## config.mk

```make
export PLATFORM = sky130hd
export DESIGN_NAME = bounded_up_dn_cntr
export DESIGN_NICKNAME = d
export VERILOG_FILES = /design/src/rtl/bounded_up_dn_cntr_pkg.sv /design/src/rtl/bounded_step_calc.sv /design/src/rtl/bounded_up_dn_cntr.sv
export SDC_FILE = /design/constraint.sdc
export NUM_CORES = 1
export LEC_CHECK = 0
export BUFFER_PORTS_ARGS = -buffer_cell sky130_fd_sc_hd__buf_2
export CORE_AREA = 2 2 60 62
export CTS_BUF_LIST = sky130_fd_sc_hd__clkbuf_16
export DETAILED_ROUTE_END_ITERATION = 10
export DIE_AREA = 0 0 62 64
export PLACE_DENSITY_LB_ADDON = 0.15
export SYNTH_ARGS = -nofsm -noshare
export SYNTH_HDL_FRONTEND = slang
export SYNTH_HIERARCHICAL = 1
export SYNTH_SLANG_ARGS = --single-unit
```

## constraint.sdc

```tcl
create_clock -name clk -period 6.1 [get_ports clk]
set_input_delay 0.61 -clock clk [delete_from_list [all_inputs] [get_ports clk]]
set_output_delay 0.61 -clock clk [all_outputs]
set_load 0.005 [all_outputs]
```

## src/rtl/bounded_up_dn_cntr_pkg.sv

```systemverilog
// rtl/bounded_up_dn_cntr_pkg.sv - shared state and mode encodings for the bounded up/down counter
package bounded_up_dn_cntr_pkg;

    // Run-control FSM states
    typedef enum logic [0:0] {
        ST_IDLE = 1'b0,
        ST_RUN  = 1'b1
    } cntr_state_e;

    // Boundary behaviour selected by mode_sat
    localparam logic MODE_WRAP = 1'b0;
    localparam logic MODE_SAT  = 1'b1;

endpackage

```

## src/rtl/bounded_step_calc.sv

```systemverilog
// rtl/bounded_step_calc.sv - combinational next-count and boundary-event calculation
module bounded_step_calc
    import bounded_up_dn_cntr_pkg::*;
#(
    parameter int WIDTH  = 8,
    parameter int STEP_W = 4
) (
    input  logic [WIDTH-1:0]  cnt,
    input  logic [STEP_W-1:0] step,
    input  logic              up_dnb,
    input  logic              mode_sat,
    input  logic [WIDTH-1:0]  lo_bound,
    input  logic [WIDTH-1:0]  hi_bound,
    output logic [WIDTH-1:0]  nxt_cnt,
    output logic              bound_evt
);

    // One extra bit keeps the carry out of an up step and the borrow of a down step visible
    logic [WIDTH:0]   cnt_ext;
    logic [WIDTH:0]   step_ext;
    logic [WIDTH:0]   sum;
    logic [WIDTH:0]   diff;
    logic [WIDTH-1:0] evt_val;

    assign cnt_ext  = {1'b0, cnt};
    assign step_ext = (WIDTH+1)'(step);
    assign sum      = cnt_ext + step_ext;
    assign diff     = cnt_ext - step_ext;

    // Detect a crossing in the count direction and pick the landing value
    always_comb begin
        bound_evt = 1'b0;
        evt_val   = cnt;
        // A zero step never moves the count, so it can never raise an event
        if (step != '0) begin
            if (up_dnb) begin
                bound_evt = (sum > {1'b0, hi_bound});
            end else begin
                bound_evt = diff[WIDTH] || (diff[WIDTH-1:0] < lo_bound);
            end
        end
        case (mode_sat)
            MODE_SAT:  evt_val = up_dnb ? hi_bound : lo_bound;
            MODE_WRAP: evt_val = up_dnb ? lo_bound : hi_bound;
            default:   evt_val = cnt;
        endcase
        if (bound_evt) begin
            nxt_cnt = evt_val;
        end else begin
            nxt_cnt = up_dnb ? sum[WIDTH-1:0] : diff[WIDTH-1:0];
        end
    end

endmodule

```

## src/rtl/bounded_up_dn_cntr.sv

```systemverilog
// rtl/bounded_up_dn_cntr.sv - bounded up/down counter with load and start/stop run control
module bounded_up_dn_cntr
    import bounded_up_dn_cntr_pkg::*;
#(
    parameter int WIDTH  = 8,
    parameter int STEP_W = 4
) (
    input  logic              clk,
    input  logic              reset_n,
    input  logic              start,
    input  logic              stop,
    input  logic              load_en,
    input  logic [WIDTH-1:0]  load_data,
    input  logic              up_dnb,
    input  logic              mode_sat,
    input  logic              one_shot,
    input  logic [STEP_W-1:0] step,
    input  logic [WIDTH-1:0]  lo_bound,
    input  logic [WIDTH-1:0]  hi_bound,
    output logic [WIDTH-1:0]  cnt,
    output logic              running,
    output logic              tc,
    output logic              done,
    output logic              cfg_err
);

    cntr_state_e      state;
    cntr_state_e      state_nxt;
    logic [WIDTH-1:0] cnt_nxt;
    logic [WIDTH-1:0] calc_cnt;
    logic             calc_evt;
    logic             step_en;
    logic             tc_nxt;
    logic             done_nxt;

    assign cfg_err = (lo_bound > hi_bound);
    assign running = (state == ST_RUN);

    // A load always takes precedence over stepping, and an inverted bound pair freezes the count
    assign step_en = (state == ST_RUN) && !load_en && !cfg_err;

    bounded_step_calc #(
        .WIDTH  (WIDTH),
        .STEP_W (STEP_W)
    ) u_step_calc (
        .cnt       (cnt),
        .step      (step),
        .up_dnb    (up_dnb),
        .mode_sat  (mode_sat),
        .lo_bound  (lo_bound),
        .hi_bound  (hi_bound),
        .nxt_cnt   (calc_cnt),
        .bound_evt (calc_evt)
    );

    // Priority mux for the count and next-state logic for run control
    always_comb begin
        state_nxt = state;
        cnt_nxt   = cnt;
        tc_nxt    = 1'b0;
        done_nxt  = 1'b0;
        if (load_en) begin
            cnt_nxt = load_data;
        end else if (step_en) begin
            cnt_nxt  = calc_cnt;
            tc_nxt   = calc_evt;
            done_nxt = calc_evt && one_shot;
        end
        case (state)
            ST_IDLE: if (start && !stop) state_nxt = ST_RUN;
            ST_RUN:  if (stop || done_nxt) state_nxt = ST_IDLE;
            default: state_nxt = ST_IDLE;
        endcase
    end

    // State, count and pulse registers
    always_ff @(posedge clk or negedge reset_n) begin
        if (!reset_n) begin
            state <= ST_IDLE;
            cnt   <= '0;
            tc    <= 1'b0;
            done  <= 1'b0;
        end else begin
            state <= state_nxt;
            cnt   <= cnt_nxt;
            tc    <= tc_nxt;
            done  <= done_nxt;
        end
    end

endmodule

```

==> summary by stage <==
Global routing
The total global routing overflow is 0. Across every metal layer, demand over resource in global routing totals 25.0%. In the global route stage, met1 resource usage came out at between 30 and 40%. The wire length of the first global-routing pass is 7590 um.

In the global route stage, met2 resource usage came out at 38.9%. The number of antenna violations at the first check in global routing is 0. The via count of the first global-routing pass came to roughly 1700. The global routing stage identified its most utilized layer as met2. In the global route stage, met3 resource usage came out at 2.43%. The pin count of the biggest net entering global routing is 18.

Power and ir drop
The worst-case IR drop observed on VDD is 0.216 mV. Power spread over the standard cell area amounts to ~240 nW/um^2. The static leakage is 1.16 nW. The total design power is ~540 uW.

Critical path
In this run the register-to-register setup slack is 2570 ps. Data arrives at the worst endpoint at 3810 ps. STA classifies the critical path endpoint as a flip-flop. The startpoint class of the critical path is an input pin. The end of the worst register-to-register path is cnt[7]. The required time reported for the critical path endpoint is 6260 ps. The startpoint identified for the worst register-to-register timing path is cnt[1]. The path type of the worst setup path is input pin to flip-flop. Of all nets on the critical path, the largest fanout is 9.

The worst reg-to-reg path cell count is 15.

Finish
The number of antenna diodes in the final layout is 0. The cell area after layout is 2210 sq um. The post-route core utilization is 67.2%. The fraction of layout instances using a drive strength above 1 is roughly 22%. Relative to the synthesized area, the layout overhead comes to 16.1%. The final net count is 350. The finished layout holds approximately 330 standard cells, fillers aside.

Route
For this run, design rule violations remaining after detail routing come to 0. The count of antenna-violating nets left after detailed routing is 0. Summing over every cut layer, the via total after detailed routing is ~1800. The number of iterations in the first detailed-routing pass is 4. For this block, the initial DRC count from the detailed router was 94.

Summed over all layers, the routed wires come to 4530 um. The average wire per cell in the routed design is 13.9 um. Using the TritonRoute via totals, the vias-per-cell ratio works out to 5.57.

Synthesis
During synthesis, Yosys emitted a total of 6 warnings. Counting instances in the post-synthesis netlist gives the leading cell types as 31 x ha_1, 31 x inv_1, 23 x nor2_1, 14 x a21oi_1, 14 x mux2i_1. The cell area that synthesis handed to floorplanning was around 1900 sq um. The cell count after synthesis came out at roughly 240. The average instance in the mapped netlist occupies approximately 8.0 sq um.

For this run, the leading register cell type out of synthesis is dfrtp_1. The number of flops mapped to enable cells by yosys is 0. After synthesis, the netlist uses 49 different library cells. Sequential elements use between 10% and 20% of the synthesized area. Sorting the synthesized cells by area gives the leading types as ha_1 20%, dfrtp_1 14%, mux2i_1 7.4%. Summed over its instances, the top area cell type makes up 20.4% of the synthesized netlist area. The number of flip-flops and latches in the synthesized netlist is 11. The biggest area consumer among synthesized cells is ha_1. The total nets after synthesis is approximately 300. Of all flip-flops after synthesis, the portion carrying an async set or reset was 100%.

STA
The number of pins with negative max-slew slack in the final report is 0. Setup slack on the critical path of the routed design comes to ~2500 ps. For the pin with the worst max-slew slack, the measured transition is 1060 ps. Setup violations remaining at the end of the flow were counted as 0. The maximum clock rate is 274 MHz.

The setup TNS is 0 ps. The number of hold violations in the final report was 0. In this run the tightest slew margin relative to its limit is 29.1%. The final critical-path required period is 3650 ps. The worst hold-check slack is 238 ps. On the final layout, the worst clock skew is 1.02 ps. The final critical path takes up ~60% of the cycle.

Setup repair after global routing left no endpoint under its margin.

Placement
The wire-length estimate of the detail-placed layout is 3840 um. The placer's final routability congestion estimate is between 0.9 and 1. OpenSTA, run right after detailed placement, puts the worst setup slack at 2270 ps.

Port buffering added 47 buffers. In this run the cell area measured after placement is 2130 sq um. The number of placed cells counting well taps is 322.

Clocking
Counting every sink on the clock net gives 11. The clock slew seen by the registers of the worst setup and hold paths is 40 ps. In this run, CTS created clock tree buffers numbering 3.

Clock latency on the worst-skew pair, taken at its later pin, is 240 ps. The library cell used as clock root buffer is clkbuf_16. The H-tree depth is 1. TritonCTS built the clock tree. After clock tree synthesis, the setup repair step added 0 buffers. The clock passes through at most 2 buffers.

The count of hold-fix buffers inserted at cts is 0. The count of instances resized after the clock tree is built is 0.

Floorplan
The floorplan step defined a die boundary enclosing 3970 sq um. In this run the horizontal extent of the chip is between 60 and 70 um. Row generation in the floorplan step produced 21 rows. The number of primary I/O pins is 48. The core region is 3280 sq um. In this run the vertical extent of the chip is 64 um. For this configuration, the core starts out at a cell density of 57.9%.

Hold path
The tightest min-delay check is of the input pin to async pin type.

Run
The tool flagged a number of max-cap violations equal to 0.

Outcome
The run finished with clean final reports.
==> routing by layer <==
metal	share of wire, %	vias up
met5	0	-
met4	0.75	0
met3	5.4	6
met2	47	61
met1	47	810
li1	-	938
==> cells by family (layout without fill, tap and decap cells) <==
group           after synthesis  count (layout)  synth area share, %
flops                        11              11                 14.5
fa+ha+maj                    33              33                 22.5
compound gates               58              58                 21.0
mux                          14              14                 7.37
simple gates                 67              67                 18.5
xor+xnor                     14              14                 6.45
buf+inv                      41              83                 9.74
==> power by group <==
part           internal, mW  switching (mW)  total [mW]
Clock                0.0860          0.0316       0.118
Sequential           0.0832          0.0211       0.104
Combinational         0.141           0.175       0.316
Total                 0.310           0.228       0.538
==> flip-flops by register name, indices dropped and copies added (netlist names) <==
signal	count
done	1
cnt	8
running	1
tc	1
==> critical path, cell delays in order <==
cell	delay, ps
buf_2	130
inv_1	80
ha_1	300
inv_1	60
a21oi_1	70
o31ai_1	440
nand2_1	140
xnor2_1	150
ha_1	310
a21oi_1	140
nand2_1	110
nor3_1	340
o221ai_4	160
nand3_2	240
mux2i_1	260
o21ai_1	110
a31oi_1	160
==> layout by cell type (no fill, tap or decap), types with 2 or more instances in the layout <==
master and n:
buf_2 47, inv_1 32, ha_1 31, nor2_1 23, a21oi_1 14, mux2i_1 14, dfrtp_1 11, nand3_1 10
a31oi_1 10, o21ai_1 8, nand2_1 8, xor2_1 7, xnor2_1 7, nand4_1 6, o21ai_0 6, nor3_1 4
a211o_1 3, nor2b_1 3, clkbuf_16 3, a21oi_2 2, and3_1 2, nor3_2 2, o21a_1 2, a211oi_1 2
nor4_1 2, fa_1 2
==> how the worst max path moves through the flow <==
stage	start	to	slack, ps
CTS	step[1]	cnt[7]	2500
finish	step[1]	cnt[7]	2450
global route	step[1]	cnt[7]	2230
global placement	step[1]	cnt[2]	2310
floorplan	step[0]	cnt[1]	2780
detailed placement	step[1]	cnt[7]	2270
==> cell type report <==
type | instances | area (sq um)
Multi-Input combinational cell | 186 | 1440
Fill cell | 307 | 1080
Sequential cell | 11 | 275
Timing Repair Buffer | 47 | 235
Inverter | 32 | 120
Clock buffer | 3 | 75.1
Tap cell | 46 | 57.6
Clock inverter | 1 | 3.75
(Power assumes the default switching activity.)
